**config.mk**
```make
export PLATFORM = sky130hd
export DESIGN_NAME = regfile_uart_dump
export DESIGN_NICKNAME = d
export VERILOG_FILES = /design/src/rtl/lasd_pkg.sv /design/src/rtl/uart_tx.sv /design/src/rtl/regfile_uart_dump.sv
export SDC_FILE = /design/constraint.sdc
export NUM_CORES = 1
export LEC_CHECK = 0
export ABC_CLOCK_PERIOD_IN_PS = 2800
export CAP_MARGIN = 20
export CORE_MARGIN = 2
export CORE_UTILIZATION = 60
export CTS_CLUSTER_SIZE = 8
export DETAILED_ROUTE_END_ITERATION = 6
export DONT_BUFFER_PORTS = 1
export PLACE_DENSITY = 0.73
export SLEW_MARGIN = 20
export SYNTH_ARGS = -nofsm -noshare
export SYNTH_HDL_FRONTEND = slang
export SYNTH_SLANG_ARGS = --single-unit
export TNS_END_PERCENT = 10
```
**constraint.sdc**
```tcl
create_clock -name clk -period 2.8 [get_ports clk]
set_clock_uncertainty 0.15 [all_clocks]
set_input_delay 0.28 -clock clk [delete_from_list [all_inputs] [get_ports clk]]
set_output_delay 0.28 -clock clk [all_outputs]
set_load 0.05 [all_outputs]
```
**src/rtl/lasd_pkg.sv**
```systemverilog
// Shared FSM states, serial frame size and baud divisor helper for the register-file UART dump.
package lasd_pkg;

   typedef enum logic [2:0] {IDLE, FETCH, LOAD, SEND, FIN} state_t;

   localparam int FRAME_BITS = 10;

   function automatic int calc_clks_per_bit(input int clk_freq, input int baud);
      return clk_freq / baud;
   endfunction

endpackage

```
**src/rtl/uart_tx.sv**
```systemverilog
// 8N1 serialiser: txd drops the edge after tx_start, each bit lasts CLKS_PER_BIT cycles.
// tx_start is ignored while a frame is in flight; tx_done flags the last cycle of the stop bit.
module uart_tx
   import lasd_pkg::*;
#(
   parameter int CLKS_PER_BIT = 434
) (
   input  logic       clk,
   input  logic       rst,
   input  logic       tx_start,
   input  logic [7:0] tx_data,
   output logic       txd,
   output logic       tx_busy,
   output logic       tx_done
);

   localparam int                CNT_W        = $clog2(CLKS_PER_BIT);
   localparam logic [CNT_W-1:0]  LP_BAUD_LAST = CNT_W'(CLKS_PER_BIT - 1);
   localparam logic [3:0]        LP_BIT_STOP  = 4'(FRAME_BITS - 1);
   localparam logic [3:0]        LP_BIT_MSB   = 4'(FRAME_BITS - 2);

   logic             r_active;
   logic [CNT_W-1:0] r_baud;
   logic [3:0]       r_bit;
   logic [7:0]       r_shift;
   logic             r_txd;
   logic             w_bit_end;

   assign w_bit_end = r_active && (r_baud == LP_BAUD_LAST);
   assign tx_done   = w_bit_end && (r_bit == LP_BIT_STOP);
   assign tx_busy   = r_active;
   assign txd       = r_txd;

   // r_bit: 0 = start bit, 1..8 = data LSB first, 9 = stop bit
   always_ff @(posedge clk or posedge rst) begin
      if (rst) begin
         r_active <= 1'b0;
         r_baud   <= '0;
         r_bit    <= '0;
         r_shift  <= '0;
         r_txd    <= 1'b1;
      end else if (!r_active) begin
         if (tx_start) begin
            r_active <= 1'b1;
            r_baud   <= '0;
            r_bit    <= '0;
            r_shift  <= tx_data;
            r_txd    <= 1'b0;
         end
      end else if (w_bit_end) begin
         r_baud <= '0;
         if (r_bit == LP_BIT_STOP) begin
            r_active <= 1'b0;
            r_txd    <= 1'b1;
         end else begin
            r_bit <= r_bit + 4'd1;
            if (r_bit == LP_BIT_MSB) begin
               r_txd <= 1'b1;
            end else begin
               r_txd   <= r_shift[0];
               r_shift <= {1'b0, r_shift[7:1]};
            end
         end
      end else begin
         r_baud <= r_baud + CNT_W'(1);
      end
   end

endmodule

```
**src/rtl/regfile_uart_dump.sv**
```systemverilog
// Walks register addresses 0..NREGS-1 and sends each byte as 8N1; first start bit 3 cycles after start,
// 2 idle cycles between frames. start is ignored while busy; if held it re-arms straight out of FIN.
module regfile_uart_dump
   import lasd_pkg::*;
#(
   parameter int CLK_FREQ     = 50_000_000,
   parameter int BAUD         = 115200,
   parameter int CLKS_PER_BIT = calc_clks_per_bit(CLK_FREQ, BAUD),
   parameter int NREGS        = 8,
   parameter int ADDR_W       = 3,
   parameter int DATA_W       = 8
) (
   input  logic              clk,
   input  logic              rst,
   input  logic              start,
   output logic [ADDR_W-1:0] ra,
   input  logic [DATA_W-1:0] rd,
   output logic              txd,
   output logic              busy,
   output logic              done
);

   localparam logic [ADDR_W-1:0] LP_RA_LAST = ADDR_W'(NREGS - 1);

   state_t            r_state;
   state_t            w_state_nxt;
   logic [ADDR_W-1:0] r_ra;
   logic [ADDR_W-1:0] w_ra_nxt;
   logic              w_tx_start;
   logic              w_tx_busy;
   logic              w_tx_done;

   uart_tx #(
      .CLKS_PER_BIT(CLKS_PER_BIT)
   ) u_tx (
      .clk      (clk),
      .rst      (rst),
      .tx_start (w_tx_start),
      .tx_data  (rd),
      .txd      (txd),
      .tx_busy  (w_tx_busy),
      .tx_done  (w_tx_done)
   );

   always_ff @(posedge clk or posedge rst) begin
      if (rst) begin
         r_state <= IDLE;
         r_ra    <= '0;
      end else begin
         r_state <= w_state_nxt;
         r_ra    <= w_ra_nxt;
      end
   end

   always_comb begin
      w_state_nxt = r_state;
      w_ra_nxt    = r_ra;
      w_tx_start  = 1'b0;
      unique case (r_state)
         IDLE: begin
            if (start) begin
               w_state_nxt = FETCH;
               w_ra_nxt    = '0;
            end
         end
         FETCH: w_state_nxt = LOAD;
         LOAD: begin
            // rd is frozen into the transmitter here; later writes only reach later addresses
            if (!w_tx_busy) begin
               w_tx_start  = 1'b1;
               w_state_nxt = SEND;
            end
         end
         SEND: begin
            if (w_tx_done) begin
               if (r_ra == LP_RA_LAST) begin
                  w_state_nxt = FIN;
               end else begin
                  w_ra_nxt    = r_ra + ADDR_W'(1);
                  w_state_nxt = FETCH;
               end
            end
         end
         FIN: begin
            if (start) begin
               w_state_nxt = FETCH;
               w_ra_nxt    = '0;
            end else begin
               w_state_nxt = IDLE;
            end
         end
         default: w_state_nxt = IDLE;
      endcase
   end

   assign ra   = r_ra;
   assign busy = (r_state == FETCH) || (r_state == LOAD) || (r_state == SEND);
   assign done = (r_state == FIN);

endmodule

```
# [Word level (Yosys, flattened, before mapping)]
# Index checks and enable logic that the tools add are counted.
[totals] regBits=29 inputBits=11 out_inout_bits=6 word_cells=72
[classes] addsub=3 n_eq_ne=16 muxes=33 n_reduce_logical=13
[ops] operator="8-bit two-way mux" count=5
[ops] operator="9-bit two-way mux" count=3
[ops] operator="3-bit two-way mux" count=7
[ops] operator="4-bit two-way mux" count=4
[ops] operator="3-bit one-hot mux with 5 select lines" count=1
[ops] operator="1-bit two-way mux" count=12
[ops] operator="2-bit inequality test (second input constant)" count=6
[ops] operator="9-bit by 1-bit adder with 9-bit output (second input constant)" count=1
[ops] operator="9-bit == test (second input constant)" count=1
[ops] operator="4-bit == test (second input constant)" count=2
[ops] operator="4-bit AND reduction" count=2
[ops] operator="3-bit by 2-bit == test with 1-bit output (second input constant)" count=2
[ops] operator="3-bit == test (second input constant)" count=2
[ops] operator="3-bit one-hot mux with 2 select lines" count=1
[ops] operator="3-bit AND reduction" count=2
[ops] operator="4-bit by 1-bit adder with 4-bit output (second input constant)" count=1
[ops] operator="2-bit by 1-bit inequality test with 1-bit output (second input constant)" count=2
[ops] operator="2-bit nonzero test" count=2
[ops] operator="3-bit by 1-bit adder with 3-bit output (second input constant)" count=1
[ops] operator="3-bit by 1-bit == test with 1-bit output (second input constant)" count=1
[ops] operator="3-bit logical NOT" count=1
[ops] operator="1-bit logical AND" count=2
[ops] operator="1-bit logical OR" count=2
[ops] operator="2-bit AND reduction" count=1
[ops] operator="2-bit OR reduction" count=1

# [Longest topological paths before layout]
# Gate-level depths: netlist of the first run.
[depth] depth_word=5 mapped_depth=8 ltp_nobuf=6

# [Modules after synthesis]
# Synthesis of the first run repeated with hierarchy kept, for this count alone.
[unflattened] hier_cells=160 hier_area_um2=1625.3
[modules_own_cells] mod="uart_tx" instances=1 cells_per_inst=122 area_each_um2=1234.9 seq_area_each_um2=576.8
[modules_own_cells] mod="regfile_uart_dump" instances=1 cells_per_inst=38 area_each_um2=390.4 seq_area_each_um2=150.1

# [Least setup slack after synthesis of the first run]
# Ideal clock, no wire load.
[synth_timing] path_kind="flip-flop to flip-flop" start="register u_tx.r_baud[1]" end="register u_tx.r_shift[0]" setup_time_ps=125 arrival_time_ps=1697 t_required_ps=2525 path_slack_ps=828 path_stages_with_launch=9 n_path_buf=2 synth_period_minus_slack_ps=1972 path_cell_list="dfrtp_1 -> inv_1 -> ha_1 -> and4_1 -> buf_2 -> a31oi_1 -> or3_1 -> buf_6 -> mux2_4"
[synth_between] elab_chain_len=4
[synth_lines] item="from (decl)" line="uart_tx.sv:23" rtl="logic [CNT_W-1:0] r_baud;"
[synth_lines] item="from (signal assigned)" line="uart_tx.sv:65" rtl="r_baud <= r_baud + CNT_W'(1);"
[synth_lines] item="9-bit == test" line="uart_tx.sv:29" rtl="assign w_bit_end = r_active && (r_baud == LP_BAUD_LAST);"
[synth_lines] item="1-bit logical AND" line="uart_tx.sv:29"
[synth_lines] item="2-bit inequality test (no source line)"
[synth_lines] item="4-bit AND reduction (no source line)"
[synth_lines] item="to (signal assigned)" line="uart_tx.sv:47" rtl="r_shift <= tx_data;"
[synth_lines] item="to (signal assigned)" line="uart_tx.sv:61" rtl="r_shift <= {1'b0, r_shift[7:1]};"
[synth_lines] item="to (decl)" line="uart_tx.sv:25" rtl="logic [7:0] r_shift;"
# Every way passes these cells.
# A chain may end at the register's enable or synchronous reset.

# [Worst setup path in the final report of the first run]
[layout_timing] start="register u_tx.r_baud[3]" end="register u_tx.r_bit[3]"
[layout_between] elab_chain_len=4
[layout_lines] item="9-bit == test" line="uart_tx.sv:29"
[layout_lines] item="1-bit logical AND" line="uart_tx.sv:29"
[layout_lines] item="2-bit inequality test (no source line)"
[layout_lines] item="3-bit AND reduction (no source line)"
[layout_lines] item="to (signal assigned)" line="uart_tx.sv:56" rtl="r_bit <= r_bit + 4'd1;"
[layout_lines] item="to (decl)" line="uart_tx.sv:24" rtl="logic [3:0] r_bit;"
# Every way passes these cells.

==> impl_metrics.env, run 1 <==
export IMPL_status="complete, no violations"
export IMPL_total_power_mw=0.7490
export IMPL_hold_start="rd[0]"
export IMPL_hold_end="u_tx.r_shift[0]$_DFFE_PP0P_"
export IMPL_syn_area_um2=1613
export IMPL_reg2reg_from="u_tx.r_baud[3]$_DFFE_PP0P_"
export IMPL_vias=1213
export IMPL_slowest_stage="or3_1"
export IMPL_wire_per_inst_um=16.82
export IMPL_reg2reg_to="u_tx.r_bit[3]$_DFFE_PP0P_"
export IMPL_die_y_um=55.85
export IMPL_min_period_ns=2.394
export IMPL_max_clock_freq_ghz=0.4176
export IMPL_cts_root_buf="clkbuf_4"
export IMPL_power_switching_mw=0.1645
export IMPL_rsz0062_at_grt="false"
export IMPL_final_core_util_pct=68.15
export IMPL_worst_path_buf_inv=0
export IMPL_setup_slack_ns=0.4056
export IMPL_drv_cap=0
export IMPL_slew_headroom_pct=37.11
export IMPL_p_leak_nw=0.7747
export IMPL_cts_sink_count=29
export IMPL_rr_worst_depth=4
export IMPL_insertion_delay_ns=0.34
export IMPL_synth_seq_cells=29
export IMPL_place_hpwl_um=2167
export IMPL_drive_gt1_share_pct=16.88
export IMPL_finalSetupViolations=0
export IMPL_irDropWorstVdd_v=0.0003908
export IMPL_clk_path_buf_depth=2
export IMPL_finalSetupTns_ns=0
export IMPL_pre_cts_ws_ns=0.4652
export IMPL_path_max_fanout=11
export IMPL_slew_violations=0
export IMPL_synth_cells=154
export IMPL_rows=18
export IMPL_initial_core_util_pct=63.94
export IMPL_layout_worst_path_cycle_share_pct=85.51
export IMPL_power_density_nw_per_um2=435.7
export IMPL_syn2layout_area_growth_pct=6.594
export IMPL_pin_count=17
export IMPL_core_area_um2=2522
export IMPL_power_share_clock_pct=39.4
export IMPL_grt_ovfl_total=0
export IMPL_num_nets_final=177
export IMPL_cp_cell_sequence="nor4b_4 > a21oi_1 > or3_1 > a211o_1"
export IMPL_tightest_slew_ns=0.9398
export IMPL_grt_pass1_vias=1213
export IMPL_n_antenna_cell=0
export IMPL_intPower_mw=0.5845
export IMPL_drt_iter0_markers=22
export IMPL_reg2reg_setup_slack_ns=0.41
export IMPL_criticalPathCategory="reg -> reg"
export IMPL_hold_violations=0
export IMPL_swShare_pct=21.96
export IMPL_cts_buffers=5
export IMPL_ctsHoldBuffers=3
export IMPL_die_w_um=55.85
export IMPL_dp_cells=179
export IMPL_power_share_sequential_pct=57.0
export IMPL_crit_family="simple AND/OR/NAND/NOR gates"
export IMPL_start_kind="flop"
export IMPL_grt_util_all_layers_pct=23.14
export IMPL_clk_pin_slew_ns=0.09
export IMPL_antenna_found_initial=0
export IMPL_combPwrFrac_pct=3.5
export IMPL_io_buffers=0
export IMPL_routed_wl_um=3196
export IMPL_ys_seq_area_share_pct=45.07
export IMPL_postPlaceCellArea_um2=1619
export IMPL_fillers=201
export IMPL_gp_congestion=0.8250
export IMPL_hold_class="in -> reg"
export IMPL_layout_common_cells="dfrtp_1, nand2_1, o21ai_0"
export IMPL_ant_nets=0
export IMPL_yosys_warnings=0
export IMPL_postCtsResizedCells=0
export IMPL_hold_depth=2
export IMPL_dieArea_um2=3119
export IMPL_viasPerCell=6.384
export IMPL_stdcell_count=190
export IMPL_syn_avg_cell_area_um2=10.47
export IMPL_worstPathArrival_ns=2.47
export IMPL_drt_pass1_iter_count=4
export IMPL_whs_ns=0.07138
export IMPL_slowest_delay_ns=0.51
export IMPL_htreeDepth=2
export IMPL_mostFrequentLayoutCell="dfrtp_1"
export IMPL_ys_types=43
export IMPL_grt_pass1_wl_um=5616
export IMPL_drc=0
export IMPL_required_ns=2.87
export IMPL_cts_tree="done"
export IMPL_post_cts_buffers=0
export IMPL_grt_start_max_net_pins=30
export IMPL_end_kind="flop"
export IMPL_syn_num_nets=172
export IMPL_final_area_um2=1719
==> flip-flops by register name, indices dropped and copies added, names as in the netlist <==
register      cells
r_state           3
ra                3
u_tx.r_baud       9
u_tx.r_bit        4
u_tx.r_shift      8
u_tx.tx_busy      1
u_tx.txd          1
==> logic make-up after synthesis <==
family          synth area share, %
buf+inv                       4.499
simple gates                  16.21
compound gates                16.21
xor+xnor                     0.5432
mux                           12.03
fa+ha+maj                     5.430
flops                         45.07
==> cell type report <==
cell class	count	area [µm²]	area share [%]
clock buffer	7	65.06	3.785
sequential	29	726.9	42.29
clock inverter	1	5.005	0.2911
inverter	7	26.28	1.528
timing repair buffer	5	45.04	2.620
tap	30	37.54	2.183
multi-input combinational	111	813.3	47.31
==> synthesized netlist by cell type, drive strengths merged <==
master / n / area share [%]
a211o: 1 / 0.54
a21o: 1 / 0.47
a21oi: 8 / 2.5
a2bb2oi: 1 / 0.54
a311o: 1 / 0.62
a31oi: 6 / 2.3
a32o: 1 / 0.62
a41oi: 2 / 1.1
and2: 4 / 1.6
and3: 2 / 0.78
and4: 1 / 0.54
and4b: 1 / 0.62
buf: 4 / 2.2
clkbuf: 3 / 0.70
clkinv: 1 / 0.23
dfrtp: 28 / 43
dfstp: 1 / 1.6
ha: 7 / 5.4
inv: 6 / 1.4
mux2: 14 / 11
mux2i: 1 / 0.62
nand2: 13 / 3.0
nand2b: 2 / 0.78
nand3: 4 / 1.2
nand3b: 2 / 0.93
nand4: 2 / 0.78
nand4b: 1 / 0.54
nor2: 7 / 1.6
nor3: 1 / 0.31
nor4: 1 / 0.39
nor4b: 1 / 1.5
o21a: 1 / 0.47
o21ai: 14 / 4.3
o22ai: 2 / 0.78
o31a: 1 / 0.54
o31ai: 3 / 1.4
or3: 4 / 1.6
xnor2: 1 / 0.54
==> per-layer routing <==
metal  GRT usage [%]  share of wire (%)
met5               0                  0
met4           12.24                2.1
met3           7.209                4.1
met2           34.18                 48
met1           30.43                 46
==> worst max path at each step <==
stage | depth (start not counted) | from | slack (ns) | end
floorplan | 8 | u_tx.r_baud[1]$_DFFE_PP0P_ | 0.83 | u_tx.r_shift[0]$_DFFE_PP0P_
global placement | 4 | u_tx.r_baud[3]$_DFFE_PP0P_ | 0.58 | u_tx.r_bit[3]$_DFFE_PP0P_
detailed placement | 4 | u_tx.r_baud[3]$_DFFE_PP0P_ | 0.47 | u_tx.r_bit[3]$_DFFE_PP0P_
CTS | 4 | u_tx.r_baud[3]$_DFFE_PP0P_ | 0.45 | u_tx.r_bit[3]$_DFFE_PP0P_
global route | 5 | u_tx.r_baud[0]$_DFFE_PP0P_ | 0.29 | u_tx.r_bit[1]$_DFFE_PP0P_
finish | 4 | u_tx.r_baud[3]$_DFFE_PP0P_ | 0.41 | u_tx.r_bit[3]$_DFFE_PP0P_
==> power by group through the flow <==
| stage | combinational (mW) | clock (mW) | sequential [mW] |
|---|---|---|---|
| final | 0.0264 | 0.295 | 0.427 |
| after global routing | 0.0297 | 0.315 | 0.428 |
| after CTS | 0.0271 | 0.303 | 0.427 |
| after detailed placement | 0.0235 | 0 | 0.436 |
| after global placement | 0.0230 | 0 | 0.435 |
| after floorplan | 0.0192 | 0 | 0.435 |
No activity file was read; power rests on OpenSTA's default activity.
==> run 2: changes to the inputs <==
--- a/config.mk
+++ b/config.mk
@@ -6,13 +6,14 @@
 export NUM_CORES = 1
 export LEC_CHECK = 0
 export ABC_CLOCK_PERIOD_IN_PS = 2800
-export CAP_MARGIN = 20
+export CAP_MARGIN = 0
 export CORE_MARGIN = 2
 export CORE_UTILIZATION = 60
 export CTS_CLUSTER_SIZE = 8
 export DETAILED_ROUTE_END_ITERATION = 6
 export DONT_BUFFER_PORTS = 1
 export PLACE_DENSITY = 0.73
+export SETUP_SLACK_MARGIN = 0.5
 export SLEW_MARGIN = 20
 export SYNTH_ARGS = -nofsm -noshare
 export SYNTH_HDL_FRONTEND = slang
==> run 2 against run 1 <==
  * Utilization is 0.35 points higher
  * Power is 0.12% higher
  * Clock power hardly changed
  * Maximum frequency is 5.3% higher
  * Sequential share of layout area is 0.21 points lower
  * Setup slack better by 0.12 ns
  * Critical endpoint unchanged
  * Highest routed layer unchanged
==> impl_metrics.env, run 2 (same netlist as run 1, synthesis figures left out) <==
export IMPL_die_w_um=55.85
export IMPL_layout_common_cells="dfrtp_1, nand2_1, o21ai_0"
export IMPL_combPwrFrac_pct=3.5
export IMPL_intPower_mw=0.5845
export IMPL_swShare_pct=22.05
export IMPL_hold_start="rd[0]"
export IMPL_n_antenna_cell=0
export IMPL_grt_pass1_vias=1213
export IMPL_num_nets_final=177
export IMPL_rr_worst_depth=4
export IMPL_grt_util_all_layers_pct=23.14
export IMPL_layout_worst_path_cycle_share_pct=81.19
export IMPL_ant_nets=0
export IMPL_drive_gt1_share_pct=18.13
export IMPL_p_leak_nw=0.7783
export IMPL_routed_wl_um=3255
export IMPL_power_share_sequential_pct=57.0
export IMPL_drt_iter0_markers=25
export IMPL_power_density_nw_per_um2=434.0
export IMPL_cts_sink_count=29
export IMPL_rsz0062_at_grt="true"
export IMPL_insertion_delay_ns=0.34
export IMPL_worstPathArrival_ns=2.35
export IMPL_die_y_um=55.85
export IMPL_path_max_fanout=11
export IMPL_pre_cts_ws_ns=0.4652
export IMPL_grt_ovfl_total=0
export IMPL_cts_buffers=5
export IMPL_setup_slack_ns=0.5267
export IMPL_end_kind="flop"
export IMPL_finalSetupTns_ns=0
export IMPL_power_switching_mw=0.1654
export IMPL_final_core_util_pct=68.50
export IMPL_grt_start_max_net_pins=30
export IMPL_post_cts_buffers=0
export IMPL_drv_cap=0
export IMPL_clk_path_buf_depth=2
export IMPL_mostFrequentLayoutCell="dfrtp_1"
export IMPL_io_buffers=0
export IMPL_criticalPathCategory="reg -> reg"
export IMPL_power_share_clock_pct=39.5
export IMPL_drt_pass1_iter_count=4
export IMPL_slew_headroom_pct=37.07
export IMPL_gp_congestion=0.8250
export IMPL_regMostFlops="u_tx.r_baud"
export IMPL_viasPerCell=6.437
export IMPL_hold_class="in -> reg"
export IMPL_reg_top3="u_tx.r_baud x9, u_tx.r_shift x8, u_tx.r_bit x4"
export IMPL_pin_count=17
export IMPL_finalSetupViolations=0
export IMPL_tightest_slew_ns=0.9405
export IMPL_startpoint="u_tx.r_baud[3]$_DFFE_PP0P_"
export IMPL_vias=1223
export IMPL_dieArea_um2=3119
export IMPL_reg2reg_from="u_tx.r_baud[3]$_DFFE_PP0P_"
export IMPL_initial_core_util_pct=63.94
export IMPL_cts_tree="done"
export IMPL_irDropWorstVdd_v=0.0003892
export IMPL_core_area_um2=2522
export IMPL_clk_pin_slew_ns=0.09
export IMPL_cts_root_buf="clkbuf_4"
export IMPL_slew_violations=0
export IMPL_start_kind="flop"
export IMPL_rows=18
export IMPL_wire_per_inst_um=17.13
export IMPL_largest_reg_flops=9
export IMPL_min_period_ns=2.273
export IMPL_status="complete, no violations"
export IMPL_place_hpwl_um=2167
export IMPL_required_ns=2.87
export IMPL_total_power_mw=0.7499
export IMPL_reg2reg_setup_slack_ns=0.53
export IMPL_max_clock_freq_ghz=0.4399
export IMPL_grt_pass1_wl_um=5616
export IMPL_hold_violations=0
export IMPL_syn2layout_area_growth_pct=7.137
export IMPL_hold_depth=2
export IMPL_drc=0
export IMPL_antenna_found_initial=0
export IMPL_htreeDepth=2
==> run 2: cell counts in the layout (fill, tap and decap cells not counted) <==
Identical to the previous run, type by type.
==> run 2: area by class of cell <==
cell class | count | area [µm²]
multi-input combinational | 111 | 822.0
fill | 201 | 794.5
sequential | 29 | 726.9
clock buffer | 7 | 65.06
timing repair buffer | 5 | 45.04
tap | 30 | 37.54
inverter | 7 | 26.28
clock inverter | 1 | 5.005
==> run 2: worst paths after layout <==
check	end
worst min-delay path	u_tx.r_shift[0]$_DFFE_PP0P_
min in group asynchronous	r_state[0]$_DFFE_PP0P_
max in group asynchronous	u_tx.txd$_DFFE_PP1P_
worst max register to register	u_tx.r_bit[3]$_DFFE_PP0P_
worst min register to register	u_tx.r_baud[8]$_DFFE_PP0P_
worst max-delay path	u_tx.r_bit[3]$_DFFE_PP0P_
==> run 2: worst max-delay path, stage by stage, from the launching register on <==
cell and delay [ns]:
dfrtp_1 0.49, nor4b_4 0.49, a21oi_2 0.24, or3_1 0.48, a211o_1 0.31
==> run 2: through the flow <==
step                      instance area [µm²]  hold WS, ns  std cells
after floorplan                          1613       0.2074        154
after global placement                   1619       0.1082        179
after detailed placement                 1619       0.1164        179
after CTS                                1723      0.05639        190
after global routing                     1728      0.05133        190
final                                    1728      0.06982        190
==> run 2: routing by layer <==
metal | global-route usage, % | vias up | part of all wire (%)
li1 | - | 578 | -
met1 | 30.43 | 601 | 45
met2 | 34.18 | 35 | 48
met3 | 7.209 | 9 | 4.9
met4 | 12.24 | 0 | 2.2
met5 | 0 | - | 0
==> run 2: power groups by stage <==
| stage | combinational (mW) | sequential, mW | clock (mW) |
|---|---|---|---|
| finish | 0.0265 | 0.427 | 0.296 |
| global route | 0.0297 | 0.428 | 0.315 |
| CTS | 0.0271 | 0.427 | 0.303 |
| detailed placement | 0.0235 | 0.436 | 0 |
| global placement | 0.0230 | 0.435 | 0 |
| floorplan | 0.0192 | 0.435 | 0 |
==> run 2: timing repair <==
action / CTS / global route
gates cloned: 0 / 0
hold buffers: 3 / 0
resized for setup: 1 / 1
endpoints found under the setup margin: 2 / 9
hold endpoints to repair: 30 / 0
